==> src/rtl/button_step_conditioner.sv <==
// rtl/button_step_conditioner.sv - synchronise and debounce the manual-step button into a one-cycle step pulse
module button_step_conditioner #(
  parameter int DEBOUNCE_CYCLES = 1000000,
  parameter int CNT_W           = 20
) (
  input  logic       clk,
  input  logic       reset,
  input  logic       btn_in,
  output logic       step_pulse,
  output logic       btn_level,
  output logic [7:0] press_count
);

  typedef enum logic [1:0] {
    IDLE        = 2'd0,
    PRESS_CHK   = 2'd1,
    HELD        = 2'd2,
    RELEASE_CHK = 2'd3
  } state_t;

  localparam logic [CNT_W-1:0] CNT_LAST = CNT_W'(DEBOUNCE_CYCLES - 1);

  state_t           state_q, state_d;
  logic             s1_q, s2_q;
  logic             btn_sync;
  logic [CNT_W-1:0] cnt_q, cnt_d;
  logic             pulse_q, pulse_d;
  logic             level_q, level_d;
  logic [7:0]       count_q, count_d;

  assign btn_sync = s2_q;

  always_ff @(posedge clk or negedge reset) begin
    if (!reset) begin
      s1_q    <= 1'b0;
      s2_q    <= 1'b0;
      state_q <= IDLE;
      cnt_q   <= '0;
      pulse_q <= 1'b0;
      level_q <= 1'b0;
      count_q <= '0;
    end else begin
      s1_q    <= btn_in;
      s2_q    <= s1_q;
      state_q <= state_d;
      cnt_q   <= cnt_d;
      pulse_q <= pulse_d;
      level_q <= level_d;
      count_q <= count_d;
    end
  end

  // The level and pulse registers change on the same edge as the state that owns them.
  always_comb begin
    state_d = state_q;
    cnt_d   = cnt_q;
    pulse_d = 1'b0;
    level_d = level_q;
    count_d = count_q;
    case (state_q)
      IDLE: begin
        level_d = 1'b0;
        if (btn_sync) begin
          state_d = PRESS_CHK;
          cnt_d   = '0;
        end
      end
      PRESS_CHK: begin
        if (!btn_sync) begin
          state_d = IDLE;
          cnt_d   = '0;
        end else if (cnt_q == CNT_LAST) begin
          state_d = HELD;
          cnt_d   = '0;
          pulse_d = 1'b1;
          level_d = 1'b1;
          count_d = count_q + 8'd1;
        end else begin
          cnt_d = cnt_q + CNT_W'(1);
        end
      end
      HELD: begin
        level_d = 1'b1;
        if (!btn_sync) begin
          state_d = RELEASE_CHK;
          cnt_d   = '0;
        end
      end
      RELEASE_CHK: begin
        if (btn_sync) begin
          state_d = HELD;
          cnt_d   = '0;
        end else if (cnt_q == CNT_LAST) begin
          state_d = IDLE;
          cnt_d   = '0;
          level_d = 1'b0;
        end else begin
          cnt_d = cnt_q + CNT_W'(1);
        end
      end
      default: begin
        state_d = IDLE;
        cnt_d   = '0;
        level_d = 1'b0;
      end
    endcase
  end

  assign step_pulse  = pulse_q;
  assign btn_level   = level_q;
  assign press_count = count_q;

endmodule

==> config.mk <==
export PLATFORM = sky130hd
export DESIGN_NAME = button_step_conditioner
export DESIGN_NICKNAME = d
export VERILOG_FILES = /design/src/rtl/button_step_conditioner.sv
export SDC_FILE = /design/constraint.sdc
export NUM_CORES = 1
export LEC_CHECK = 0
export ABC_CLOCK_PERIOD_IN_PS = 2140
export BUFFER_PORTS_ARGS = -buffer_cell sky130_fd_sc_hd__buf_4
export CAP_MARGIN = 20
export CORE_MARGIN = 2
export CORE_UTILIZATION = 55
export DETAILED_ROUTE_END_ITERATION = 8
export GPL_TIMING_DRIVEN = 0
export PLACE_DENSITY_LB_ADDON = 0.25
export SLEW_MARGIN = 20
export SYNTH_ARGS = -nofsm -noshare
export SYNTH_HDL_FRONTEND = slang
export SYNTH_SLANG_ARGS = --single-unit
==> constraint.sdc <==
create_clock -name clk -period 2.14 [get_ports clk]
set_input_delay 0.321 -clock clk [delete_from_list [all_inputs] [get_ports clk]]
set_output_delay 0.321 -clock clk [all_outputs]
set_load 0.02 [all_outputs]
==> out/results.tsv <==
stage	metric	value	unit
power_and_ir_drop	Flop pwr share	37.2	%
timing	min cycle time layout	1930	ps
power_and_ir_drop	clock network fraction of total power	24.3	%
yosys	mapped cell area	0.00196	mm2
worst_hold_path	Worst Hold Class	in -> reg	
yosys	number of flops mapped to enable cells by yosys	0	
final_layout	ANT cells	0	
yosys	Synth Net Count	204	
routing	WL per Instance	15.0	um
timing	Final Setup Violations	0	
placement	buffers added on ports	12	
timing	worst hold slack	75.5	ps
critical_path	Critical Path Sink Type	register	
critical_path	crit path DAT	2170	ps
floorplan	Die Ht	63.7	um
power_and_ir_drop	VDD IR-drop max	0.832	mV
yosys	Primary FF master, synth	dfrtp_1	
power_and_ir_drop	Leak	1.01	nW
final_layout	Post-Layout Cell Count	262	
routing	detailed-route DRC error count	0	
routing	DRT iter0 DRCs	129	
timing	Setup TNS	0	ps
final_layout	Area Overhead vs Synth	13.2	%
placement	placed cell count	253	
floorplan	Core Box Area	0.00339	mm2
final_layout	Final Instance Area	0.00222	mm2
final_layout	layout cells sized above 1	21.8	%
power_and_ir_drop	Switching Fraction	36.0	%
yosys	Gate Count Post-Synth	195	
yosys	Synth Area per Inst	10.0	um2
placement	RD Place Congestion	0.810	
yosys	sequential area share after synthesis	43.4	%
global_route	antenna violations before repair	0	
clock_tree	Skew-Pair Late Insertion Delay	340	ps
critical_path	Required @ worst endpoint	2380	ps
routing	final WL	3920	um
routing	DR pass1 iterations	4	
critical_path	Crit Path Max Fanout	10	
timing	Fmax	518	MHz
timing	final hold violations	0	
run	max_cap viols	0	
critical_path	crit-path max cell delay	410	ps
routing	vias per cell	5.92	
run_status	outcome	complete, no violations	
yosys	synth unique cells	46	
clock_tree	clk sinks	34	
global_route	number of global-route vias before repair	1523	
placement	placed cell areas	0.00211	mm2
floorplan	DIE WIDTH	63.7	um
timing	fin. max-slew vios	0	
timing	unrepaired setup endpoints after global routing	no	
floorplan	die area	0.00406	mm2
floorplan	Initial Utilization	57.8	%
yosys	flops & latches, synth	34	
final_layout	Final nets	225	
power_and_ir_drop	power share of the combinational group	38.5	%
floorplan	Ports	13	
timing	Rel. slew slack	67.1	%
critical_path	slowest cell on the critical path	dfrtp_1	
critical_path	Critical Path, Cell by Cell	inv_1 -> ha_1 -> nand2_2 -> o21ai_4 -> o211ai_4 -> buf_6 -> or3_1 -> o21ai_0	
clock_tree	Clk pin slew, worst setup/hold paths	100	ps
clock_tree	root buf cell	clkbuf_4	
power_and_ir_drop	Net Sw Power	719	uW
global_route	largest net degree at the start of global routing	35	
global_route	first-pass GRT wire length	7160	um
clock_tree	CTS Buf Count	5	
routing	via count	1551	
placement	dpl hpwl	2850	um
global_route	overall routing resource usage	22.7	%
timing	clk_skew	8.63	ps
critical_path	CP Class	reg -> reg	
power_and_ir_drop	pwr dens	900	mW/mm2
floorplan	std cell rows	21	
yosys	fraction of registers with async set/reset	100	%
timing	fin crit share	90.1	%
power_and_ir_drop	Int Power	1.28	mW
clock_tree	clk buf depth	2	
yosys	YS warnings	0	
critical_path	Worst Setup Start Kind	register	
clock_tree	CTS tree	done	
clock_tree	H-tree depth	2	
global_route	total gr overflow	0	
timing	Worst-Margin Slew	488	ps
routing	Post-DRT Antenna Nets	0	
-- final cells by class --
class / instances / area, um2
timing repair buffer: 15 / 115
multi-input combinational: 142 / 1030
clock inverter: 1 / 30.0
buffer: 3 / 27.5
clock buffer: 6 / 51.3
inverter: 15 / 56.3
fill: 283 / 1170
sequential: 34 / 851
tap: 46 / 57.6
-- through the flow --
step / utilization [%] / setup slack (ps) / power [mW]
5_1_grt: 65.4 / 42.3 / 2.13
2_1_floorplan: - / 424 / 1.31
3_3_place_gp: 62.2 / 272 / 1.46
3_5_place_dp: 62.2 / 185 / 1.49
4_1_cts: 64.9 / 125 / 1.98
6_report: 65.4 / 211 / 1.99
-- layout by cell type (no fill, tap or decap), types with 2 or more instances in the layout --
cell | Yosys | routed
dfrtp_1 | 34 | 34
nand2_1 | 17 | 17
nand3_1 | 17 | 17
inv_1 | 15 | 15
buf_4 | 0 | 14
o21ai_0 | 13 | 13
a21oi_1 | 12 | 12
or3_1 | 10 | 10
nor2_1 | 7 | 7
nand4_1 | 7 | 7
xnor2_1 | 6 | 6
ha_1 | 6 | 6
and3_1 | 5 | 5
clkbuf_4 | 0 | 5
mux2_2 | 3 | 3
o311ai_0 | 3 | 3
nor3_4 | 2 | 2
buf_6 | 2 | 2
a21o_1 | 2 | 2
o31ai_1 | 2 | 2
a31o_2 | 2 | 2
o22ai_1 | 2 | 2
or4_1 | 2 | 2
-- power by group through the flow --
| stage | sequential [mW] | combinational, mW | clock (mW) |
|---|---|---|---|
| finish | 0.742 | 0.768 | 0.485 |
| global route | 0.749 | 0.852 | 0.525 |
| CTS | 0.740 | 0.739 | 0.499 |
| detailed placement | 0.753 | 0.733 | 0 |
| global placement | 0.750 | 0.707 | 0 |
| floorplan | 0.753 | 0.553 | 0 |
-- logic make-up after synthesis --
| family | after synthesis | synth area share, % |
|---|---|---|
| adder cells (fa/ha/maj) | 6 | 3.83 |
| buffers and inverters | 19 | 4.47 |
| AO/OA/AOI/OAI | 43 | 14.9 |
| multiplexers | 4 | 2.87 |
| flip-flops | 34 | 43.4 |
| XOR/XNOR | 7 | 3.13 |
| AND/OR/NAND/NOR | 82 | 27.4 |
-- registers in the layout, indices dropped and copies added (netlist names), named ones only --
| signal | flops |
|---|---|
| press_count | 8 |
| s1_q | 1 |
| btn_level | 1 |
| step_pulse | 1 |
| cnt_q | 20 |
| state_q | 1 |
| btn_sync | 1 |
-- worst paths after layout --
check	start	endpoint	slack (ps)	cells past startpoint
min reg2reg	s1_q	btn_sync	370	0
min	btn_in	s1_q	80	1
max in group asynchronous	reset	cnt_q[11]	1380	2
max reg2reg	register	cnt_q[11]	210	8
min in group asynchronous	reset	cnt_q[18]	450	2
max	register	cnt_q[11]	210	8
-- metal layers --
layer	wire, um	vias up	global-route usage [%]
met1	1760	757	29.6
met3	135	6	5.71
li1	-	758	-
met5	0	-	0
met4	59	0	7.61
met2	1970	30	37.0
-- synth_stat cells (3+ instances only) --
cell	n	area, um2
a21oi_1	12	60.1
and3_1	5	31.3
dfrtp_1	34	851
ha_1	6	75.1
inv_1	15	56.3
mux2_2	3	33.8
nand2_1	17	63.8
nand3_1	17	85.1
nand4_1	7	43.8
nor2_1	7	26.3
o21ai_0	13	65.1
o311ai_0	3	26.3
or3_1	10	62.6
xnor2_1	6	52.6
-- critical path, delay by kind of cell, from the launching register on --
family / cells / cell delay [ps]
AOI/OAI and AO/OA: 3 / 440
adders and majority gates: 1 / 220
buffers and inverters: 2 / 290
DFF: 1 / 410
and+or+nand+nor: 2 / 460
-- what timing repair did --
action / in CTS / in global routing
gates resized for setup: 0 / 1
hold endpoints to repair: 34 / 0
endpoints found under the setup margin: 0 / 1
hold buffers: 1 / 0
setup buffers: 0 / 2
No activity file was read; power rests on OpenSTA's default activity.
